===== config.mk =====
export PLATFORM = sky130hd
export DESIGN_NAME = pipe_hazard_ctrl_flat
export DESIGN_NICKNAME = d
export VERILOG_FILES = /design/src/rtl/pipe_hazard_ctrl_pkg.sv /design/src/rtl/pipe_hazard_ctrl_if.sv /design/src/rtl/pipe_hazard_ctrl_fwd_sel.sv /design/src/rtl/pipe_hazard_ctrl.sv /design/src/flat_wrapper.sv
export SDC_FILE = /design/constraint.sdc
export NUM_CORES = 1
export LEC_CHECK = 0
export CAP_MARGIN = 20
export CORE_MARGIN = 2
export CORE_UTILIZATION = 44
export CTS_CLUSTER_DIAMETER = 80
export CTS_CLUSTER_SIZE = 28
export DETAILED_ROUTE_END_ITERATION = 16
export GPL_TIMING_DRIVEN = 0
export PLACE_DENSITY = 0.75
export SYNTH_ARGS = -nofsm -noshare
export SYNTH_HDL_FRONTEND = slang
export SYNTH_SLANG_ARGS = --single-unit
export TNS_END_PERCENT = 20

===== constraint.sdc =====
create_clock -name clk -period 2.6 [get_ports clk]
set_input_delay 0.26 -clock clk [delete_from_list [all_inputs] [get_ports clk]]
set_output_delay 0.26 -clock clk [all_outputs]
set_load 0.05 [all_outputs]

===== src/rtl/pipe_hazard_ctrl_pkg.sv =====
// Shared types for the 5-stage pipeline hazard controller:
// FSM state encoding and operand-forwarding select codes.
package pipe_hazard_ctrl_pkg;

   typedef enum logic [1:0] {
      RUN      = 2'd0,
      MEM_WAIT = 2'd1,
      HALT     = 2'd2
   } state_e;

   typedef logic [1:0] fwd_t;

   localparam fwd_t FWD_RF    = 2'b00;
   localparam fwd_t FWD_EXMEM = 2'b01;
   localparam fwd_t FWD_WB    = 2'b10;

endpackage


===== src/rtl/pipe_hazard_ctrl_if.sv =====
// Bundle between the pipeline datapath (master) and the
// hazard controller (slave).
interface pipe_hazard_ctrl_if #(
   parameter int REG_ADDR_W = 2,
   parameter int CNT_W      = 16
);
   logic [REG_ADDR_W-1:0] id_rs;
   logic [REG_ADDR_W-1:0] id_rt;
   logic                  id_use_rs;
   logic                  id_use_rt;
   logic                  ex_reg_write;
   logic [REG_ADDR_W-1:0] ex_dest;
   logic                  ex_is_load;
   logic                  mem_reg_write;
   logic [REG_ADDR_W-1:0] mem_dest;
   logic                  wb_reg_write;
   logic [REG_ADDR_W-1:0] wb_dest;
   logic                  branch_taken;
   logic                  mem_access;
   logic                  mem_ready;
   logic                  wb_halt;

   logic                  pc_write;
   logic                  ifid_write;
   logic                  ifid_flush;
   logic                  idex_bubble;
   logic                  back_write;
   logic [1:0]            fwd_a;
   logic [1:0]            fwd_b;
   logic                  halted;
   logic                  mem_timeout;
   logic [CNT_W-1:0]      stall_cnt;
   logic [CNT_W-1:0]      flush_cnt;

   modport master (
      output id_rs, id_rt, id_use_rs, id_use_rt,
      output ex_reg_write, ex_dest, ex_is_load,
      output mem_reg_write, mem_dest,
      output wb_reg_write, wb_dest,
      output branch_taken, mem_access, mem_ready, wb_halt,
      input  pc_write, ifid_write, ifid_flush,
      input  idex_bubble, back_write,
      input  fwd_a, fwd_b, halted, mem_timeout,
      input  stall_cnt, flush_cnt
   );

   modport slave (
      input  id_rs, id_rt, id_use_rs, id_use_rt,
      input  ex_reg_write, ex_dest, ex_is_load,
      input  mem_reg_write, mem_dest,
      input  wb_reg_write, wb_dest,
      input  branch_taken, mem_access, mem_ready, wb_halt,
      output pc_write, ifid_write, ifid_flush,
      output idex_bubble, back_write,
      output fwd_a, fwd_b, halted, mem_timeout,
      output stall_cnt, flush_cnt
   );

endinterface


===== src/rtl/pipe_hazard_ctrl_fwd_sel.sv =====
// Per-operand writer match: forwarding select and hazard flag.
// Behaviour depends on FORWARDING_EN.
module fwd_sel
   import pipe_hazard_ctrl_pkg::*;
#(
   parameter int REG_ADDR_W = 2
) (
   input  logic [REG_ADDR_W-1:0] src,
   input  logic                  use_src,
   input  logic                  ex_reg_write,
   input  logic [REG_ADDR_W-1:0] ex_dest,
   input  logic                  ex_is_load,
   input  logic                  mem_reg_write,
   input  logic [REG_ADDR_W-1:0] mem_dest,
   input  logic                  wb_reg_write,
   input  logic [REG_ADDR_W-1:0] wb_dest,
   output fwd_t                  fwd,
   output logic                  hazard
);

   logic ex_hit;
   logic mem_hit;
   logic wb_hit;

   assign ex_hit  = ex_reg_write & (ex_dest == src);
   assign mem_hit = mem_reg_write & (mem_dest == src);
   assign wb_hit  = wb_reg_write & (wb_dest == src);

`ifdef FORWARDING_EN
   // The younger EX/MEM value shadows the older WB value.
   always_comb begin
      fwd = FWD_RF;
      if (mem_hit)
         fwd = FWD_EXMEM;
      else if (wb_hit)
         fwd = FWD_WB;
   end

   assign hazard = use_src & ex_is_load & ex_hit;
`else
   logic unused_load;

   assign unused_load = ex_is_load;
   assign fwd         = FWD_RF;
   // No bypass and no write-before-read: wait out every writer.
   assign hazard      = use_src & (ex_hit | mem_hit | wb_hit);
`endif

endmodule


===== src/rtl/pipe_hazard_ctrl.sv =====
// Pipeline hazard sequencer: stall/flush/freeze control, forwarding,
// perf counters. Forwarding is enabled by defining FORWARDING_EN.
module pipe_hazard_ctrl
   import pipe_hazard_ctrl_pkg::*;
#(
   parameter int REG_ADDR_W  = 2,
   parameter int CNT_W       = 16,
   parameter int MEM_TIMEOUT = 64
) (
   input logic              clk,
   input logic              reset_n,
   pipe_hazard_ctrl_if.slave bus
);

   localparam int TW = $clog2(MEM_TIMEOUT + 1);
   localparam logic [TW:0] TMO = (TW + 1)'(MEM_TIMEOUT);

   state_e           state;
   state_e           state_nx;
   fwd_t             fa;
   fwd_t             fb;
   logic             haz_a;
   logic             haz_b;
   logic             frozen;
   logic             rst_c;
   logic             frz_c;
   logic             fls_c;
   logic             stl_c;
   logic             pc_write;
   logic             ifid_write;
   logic             ifid_flush;
   logic             idex_bubble;
   logic             back_write;
   logic [TW-1:0]    timer;
   logic [TW:0]      timer_inc;
   logic             tmo_q;
   logic [CNT_W-1:0] stall_q;
   logic [CNT_W-1:0] flush_q;

   fwd_sel #(.REG_ADDR_W(REG_ADDR_W)) u_fwd_a (
      .src           (bus.id_rs),
      .use_src       (bus.id_use_rs),
      .ex_reg_write  (bus.ex_reg_write),
      .ex_dest       (bus.ex_dest),
      .ex_is_load    (bus.ex_is_load),
      .mem_reg_write (bus.mem_reg_write),
      .mem_dest      (bus.mem_dest),
      .wb_reg_write  (bus.wb_reg_write),
      .wb_dest       (bus.wb_dest),
      .fwd           (fa),
      .hazard        (haz_a)
   );

   fwd_sel #(.REG_ADDR_W(REG_ADDR_W)) u_fwd_b (
      .src           (bus.id_rt),
      .use_src       (bus.id_use_rt),
      .ex_reg_write  (bus.ex_reg_write),
      .ex_dest       (bus.ex_dest),
      .ex_is_load    (bus.ex_is_load),
      .mem_reg_write (bus.mem_reg_write),
      .mem_dest      (bus.mem_dest),
      .wb_reg_write  (bus.wb_reg_write),
      .wb_dest       (bus.wb_dest),
      .fwd           (fb),
      .hazard        (haz_b)
   );

   assign frozen = (state == HALT) |
                   (bus.mem_access & ~bus.mem_ready);

   // Mutually exclusive cases in priority order.
   assign rst_c = ~reset_n;
   assign frz_c = reset_n & frozen;
   assign fls_c = reset_n & ~frozen & bus.branch_taken;
   assign stl_c = reset_n & ~frozen & ~bus.branch_taken &
                  (haz_a | haz_b);

   always_comb begin
      pc_write    = 1'b1;
      ifid_write  = 1'b1;
      ifid_flush  = 1'b0;
      idex_bubble = 1'b0;
      back_write  = 1'b1;
      unique case (1'b1)
         rst_c: begin
            pc_write    = 1'b0;
            ifid_write  = 1'b0;
            back_write  = 1'b0;
            idex_bubble = 1'b1;
         end
         frz_c: begin
            pc_write   = 1'b0;
            ifid_write = 1'b0;
            back_write = 1'b0;
         end
         fls_c: begin
            ifid_flush  = 1'b1;
            idex_bubble = 1'b1;
         end
         stl_c: begin
            pc_write    = 1'b0;
            ifid_write  = 1'b0;
            idex_bubble = 1'b1;
         end
         default: ;
      endcase
   end

   always_comb begin
      state_nx = state;
      if (bus.wb_halt) begin
         state_nx = HALT;
      end else begin
         unique case (state)
            RUN:
               if (bus.mem_access & ~bus.mem_ready)
                  state_nx = MEM_WAIT;
            MEM_WAIT:
               if (bus.mem_ready)
                  state_nx = RUN;
            HALT:    state_nx = HALT;
            default: state_nx = RUN;
         endcase
      end
   end

   always_ff @(posedge clk) begin
      if (!reset_n)
         state <= RUN;
      else
         state <= state_nx;
   end

   assign timer_inc = {1'b0, timer} + 1'b1;

   always_ff @(posedge clk) begin
      if (!reset_n) begin
         timer <= '0;
         tmo_q <= 1'b0;
      end else if (state == MEM_WAIT) begin
         if (timer_inc <= TMO)
            timer <= timer_inc[TW-1:0];
         if (timer_inc >= TMO)
            tmo_q <= 1'b1;
      end else begin
         timer <= '0;
      end
   end

   always_ff @(posedge clk) begin
      if (!reset_n) begin
         stall_q <= '0;
         flush_q <= '0;
      end else begin
         if (!pc_write && stall_q != '1)
            stall_q <= stall_q + 1'b1;
         if (ifid_flush && flush_q != '1)
            flush_q <= flush_q + 1'b1;
      end
   end

   assign bus.pc_write    = pc_write;
   assign bus.ifid_write  = ifid_write;
   assign bus.ifid_flush  = ifid_flush;
   assign bus.idex_bubble = idex_bubble;
   assign bus.back_write  = back_write;
   assign bus.fwd_a       = rst_c ? FWD_RF : fa;
   assign bus.fwd_b       = rst_c ? FWD_RF : fb;
   assign bus.halted      = (state == HALT);
   assign bus.mem_timeout = tmo_q;
   assign bus.stall_cnt   = stall_q;
   assign bus.flush_cnt   = flush_q;

endmodule

===== src/flat_wrapper.sv =====
// flat-port wrapper written by rule: the top's interface ports become plain ports
module pipe_hazard_ctrl_flat import pipe_hazard_ctrl_pkg::*;
#(
   parameter int REG_ADDR_W  = 2,
   parameter int CNT_W       = 16,
   parameter int MEM_TIMEOUT = 64
)
  (clk, reset_n, bus_id_rs, bus_id_rt, bus_id_use_rs, bus_id_use_rt, bus_ex_reg_write, bus_ex_dest, bus_ex_is_load, bus_mem_reg_write, bus_mem_dest, bus_wb_reg_write, bus_wb_dest, bus_branch_taken, bus_mem_access, bus_mem_ready, bus_wb_halt, bus_pc_write, bus_ifid_write, bus_ifid_flush, bus_idex_bubble, bus_back_write, bus_fwd_a, bus_fwd_b, bus_halted, bus_mem_timeout, bus_stall_cnt, bus_flush_cnt);
  pipe_hazard_ctrl_if #(.REG_ADDR_W(REG_ADDR_W), .CNT_W(CNT_W)) bus_i ();
  input logic clk;
  input logic reset_n;
  input wire logic [$bits(bus_i.id_rs)-1:0] bus_id_rs;
  input wire logic [$bits(bus_i.id_rt)-1:0] bus_id_rt;
  input wire logic [$bits(bus_i.id_use_rs)-1:0] bus_id_use_rs;
  input wire logic [$bits(bus_i.id_use_rt)-1:0] bus_id_use_rt;
  input wire logic [$bits(bus_i.ex_reg_write)-1:0] bus_ex_reg_write;
  input wire logic [$bits(bus_i.ex_dest)-1:0] bus_ex_dest;
  input wire logic [$bits(bus_i.ex_is_load)-1:0] bus_ex_is_load;
  input wire logic [$bits(bus_i.mem_reg_write)-1:0] bus_mem_reg_write;
  input wire logic [$bits(bus_i.mem_dest)-1:0] bus_mem_dest;
  input wire logic [$bits(bus_i.wb_reg_write)-1:0] bus_wb_reg_write;
  input wire logic [$bits(bus_i.wb_dest)-1:0] bus_wb_dest;
  input wire logic [$bits(bus_i.branch_taken)-1:0] bus_branch_taken;
  input wire logic [$bits(bus_i.mem_access)-1:0] bus_mem_access;
  input wire logic [$bits(bus_i.mem_ready)-1:0] bus_mem_ready;
  input wire logic [$bits(bus_i.wb_halt)-1:0] bus_wb_halt;
  output wire logic [$bits(bus_i.pc_write)-1:0] bus_pc_write;
  output wire logic [$bits(bus_i.ifid_write)-1:0] bus_ifid_write;
  output wire logic [$bits(bus_i.ifid_flush)-1:0] bus_ifid_flush;
  output wire logic [$bits(bus_i.idex_bubble)-1:0] bus_idex_bubble;
  output wire logic [$bits(bus_i.back_write)-1:0] bus_back_write;
  output wire logic [$bits(bus_i.fwd_a)-1:0] bus_fwd_a;
  output wire logic [$bits(bus_i.fwd_b)-1:0] bus_fwd_b;
  output wire logic [$bits(bus_i.halted)-1:0] bus_halted;
  output wire logic [$bits(bus_i.mem_timeout)-1:0] bus_mem_timeout;
  output wire logic [$bits(bus_i.stall_cnt)-1:0] bus_stall_cnt;
  output wire logic [$bits(bus_i.flush_cnt)-1:0] bus_flush_cnt;
  assign bus_i.id_rs = bus_id_rs;
  assign bus_i.id_rt = bus_id_rt;
  assign bus_i.id_use_rs = bus_id_use_rs;
  assign bus_i.id_use_rt = bus_id_use_rt;
  assign bus_i.ex_reg_write = bus_ex_reg_write;
  assign bus_i.ex_dest = bus_ex_dest;
  assign bus_i.ex_is_load = bus_ex_is_load;
  assign bus_i.mem_reg_write = bus_mem_reg_write;
  assign bus_i.mem_dest = bus_mem_dest;
  assign bus_i.wb_reg_write = bus_wb_reg_write;
  assign bus_i.wb_dest = bus_wb_dest;
  assign bus_i.branch_taken = bus_branch_taken;
  assign bus_i.mem_access = bus_mem_access;
  assign bus_i.mem_ready = bus_mem_ready;
  assign bus_i.wb_halt = bus_wb_halt;
  assign bus_pc_write = bus_i.pc_write;
  assign bus_ifid_write = bus_i.ifid_write;
  assign bus_ifid_flush = bus_i.ifid_flush;
  assign bus_idex_bubble = bus_i.idex_bubble;
  assign bus_back_write = bus_i.back_write;
  assign bus_fwd_a = bus_i.fwd_a;
  assign bus_fwd_b = bus_i.fwd_b;
  assign bus_halted = bus_i.halted;
  assign bus_mem_timeout = bus_i.mem_timeout;
  assign bus_stall_cnt = bus_i.stall_cnt;
  assign bus_flush_cnt = bus_i.flush_cnt;
  pipe_hazard_ctrl #(.REG_ADDR_W(REG_ADDR_W), .CNT_W(CNT_W), .MEM_TIMEOUT(MEM_TIMEOUT)) u_core (.clk(clk), .reset_n(reset_n), .bus(bus_i));
endmodule

==> flow_metrics.tcl <==
set metrics [dict create \
    status "complete, no violations" \
    slew_viol_final 0 \
    post_cts_buffers 0 \
    slowest_delay_ns 0.54 \
    combinationalPowerShare_pct 18.0 \
    irDropWorstVdd_v 0.000268 \
    pwr-share-seq_pct 50.9 \
    netlist_area_mm2 0.00228 \
    critPathCaptureType "output pin" \
    grt_pass1_vias 1974 \
    tns_ns 0 \
    fin_cells 412 \
    ios 65 \
    setup_viol_count_final 0 \
    avgRoutedWirePerCell_um 12.7 \
    io_buffers 58 \
    worst_ep_arrival_time_ns 2.25 \
    fin_hold_ws_ns 0.289 \
    p_int_mw 0.923 \
    drive_gt1_share_pct 7.02 \
    clk_latency_ns 0.30 \
    routed_wl_um 5220 \
    path_class "in2out" \
    cts_tree "yes" \
    placed_cell_area_mm2 0.00296 \
    hold_viol 0 \
    wl_met3_um 302 \
    fin_ws_ns 0.0871 \
    slew_headroom_pct 55.5 \
    pwr-share-clk_pct 31.1 \
    yosys_warnings 0 \
    grt_pass1_wl_um 8840 \
    power_density_mw_per_mm2 427 \
    worst_pin_slew_ns 0.666 \
    die_y_um 76.0 \
    drc 0 \
    fmax_mhz 398 \
    synthArstFlopShare_pct 0 \
    htreeDepth 2 \
    track_usage_pct 18.4 \
    ys_ff_latch 42 \
    synth_area_leaders "dfxtp_1 37%, xnor2_1 6.2%, xor2_1 5.0%" \
    fin_skew_ns 0.00528 \
    dr_wl_met2_um 2380 \
    critPathRequiredTime_ns 2.34 \
    synth_edf_count 0 \
    switchingPower_mw 0.373 \
    cts_root_buf "clkbuf_8" \
    yosysSeqAreaShare_pct 36.9 \
    dpl.hpwl_um 3970 \
    grt_overflow_total 0 \
    path_clk_slew_ns 0.08 \
    power_leakage_nw 1.08 \
    critPathMaxFanout 19 \
    coreArea_mm2 0.00504 \
    dieArea_mm2 0.00577 \
    dp_cells 406 \
    hold_path.class "in2reg" \
    core.rowCount 26 \
    slowest_stage "clkdlybuf4s50_1" \
    clock-sinks 42 \
    grt_max_degree 20 \
    wl_met1_um 2450 \
    synth.most_common_cell "dfxtp_1" \
    cap_viol_max_count 0 \
    dp_slack_ns -0.837 \
    nets 367 \
    start_util_pct 45.2 \
    crit_chain "clkdlybuf4s50_1 -> xor2_1 -> nor3_1 -> a41oi_1 -> and3_4 -> buf_6 -> or2_2 -> clkdlybuf4s15_2" \
    die_x_um 76.0 \
    switching_share_pct 28.8 \
    via_count 2178 \
    period_share_pct 96.7 \
    numCtsBuffers 5 \
    synth_cells 275 \
    synth_area_per_cell_um2 8.29 \
    ys_types 40 \
    synth_top_area_cell "dfxtp_1" \
    synth_top_area_share_pct 36.9 \
    rsz0062_at_grt "yes" \
    drtIter0Drc 158 \
    gp_congestion 0.836 \
    diodes 0 \
    drtPass1Iterations 4 \
    period_minus_slack_ns 2.51 \
    clk_path_buf_depth 2 \
    vias_per_cell 5.29 \
    critPathLaunchType "primary input" \
    antenna_left 0 \
    area_growth_pct 33.2 \
    final_area_mm2 0.00304 \
    antenna_found_initial 0 \
    highest_layer "met4" \
    ys_top_cells_by_count "42 x dfxtp_1, 30 x nor2_1, 19 x nand2_1" \
    synth-main-ff-cell "dfxtp_1" \
]
critical path: cells and delay by family:
| kind | cells | cell delay (ns) |
|---|---|---|
| AND/OR/NAND/NOR | 3 | 0.49 |
| XOR/XNOR | 1 | 0.21 |
| buffers and inverters | 3 | 1.07 |
| AO/OA/AOI/OAI | 1 | 0.22 |
routing by layer:
metal	up-vias	global-route usage (%)
li1	1123	-
met1	987	23.4
met2	60	29.9
met3	8	5.12
met4	0	6.91
met5	-	0
worst paths after layout:
check | start | slack, ns | cells after the start | endpoint
worst min register to register | u_core.state[1] | 0.45 | 1 | u_core.state[0]
worst max register to register | u_core.state[0] | 0.47 | 6 | u_core.bus.flush_cnt[14]
worst min-delay path | reset_n | 0.29 | 3 | u_core.bus.mem_timeout
worst max-delay path | bus_id_rt[1] | 0.09 | 8 | bus_ifid_write
repair_timing:
| item | 4_1_cts | 5_1_grt |
|---|---|---|
| hold endpoints to repair | 0 | 0 |
| endpoints found under the setup margin | 3 | 3 |
| hold buffers | 0 | 0 |
| gates resized for setup | 9 | 3 |
logic make-up (layout without fill, tap and decap cells):
logic type,count (synthesis),count (layout),share of synthesized area [%]
AND/OR/NAND/NOR,126,126,30.0
multiplexers,4,4,1.76
other,1,4,0.165
AO/OA/AOI/OAI,46,46,13.0
buffers and inverters,24,88,5.38
adder cells (fa/ha/maj),3,3,1.65
XOR/XNOR,29,29,11.1
flip-flops,42,42,36.9
final cells by class:
type                    count  area (um^2)
plain buffers              16         92.6
well taps                  70         87.6
inverters                   7         26.3
fillers                   466         2010
clock inverters             2         10.0
multi-input cells         212         1330
clock buffers               5         68.8
flip-flops and latches     42          841
repair buffers             58          583
power by group through the flow:
stage | logic (mW) | clock network [mW] | registers [mW]
final | 0.233 | 0.403 | 0.660
after floorplan | 0.128 | 0 | 0.696
after global routing | 0.251 | 0.446 | 0.661
after CTS | 0.233 | 0.411 | 0.660
after global placement | 0.236 | 0 | 0.674
after detailed placement | 0.238 | 0 | 0.675
state kept, by name (all words and copies together) (netlist names):
signal                  count
u_core.bus.stall_cnt       16
u_core.bus.flush_cnt       16
u_core.bus.mem_timeout      1
u_core.state                2
u_core.timer                7
stage by stage:
stage	power, mW	utilization, %
after global routing	1.36	60.2
final	1.30	60.2
after floorplan	0.825	-
after CTS	1.30	60.0
after detailed placement	0.913	58.7
after global placement	0.910	58.7
layout by cell type (no fill, tap or decap), types with 4 or more instances in the layout:
cell type	netlist	final
xor2_1	13	13
or4_1	12	12
conb_1	1	4
nor3_1	6	6
clkbuf_1	6	5
inv_1	7	7
nor2_1	30	30
o21ai_0	7	7
a21oi_1	18	18
and4_1	4	4
buf_4	5	6
mux2i_1	4	4
buf_2	5	5
or3_1	6	6
nand4_1	9	9
and3_1	8	8
xnor2_1	16	16
o31ai_1	13	13
nand2_1	19	19
dfxtp_1	42	42
nand2b_1	6	6
nand3_1	15	15
clkbuf_8	0	5
clkdlybuf4s50_1	0	53
(Power assumes the default switching activity.)
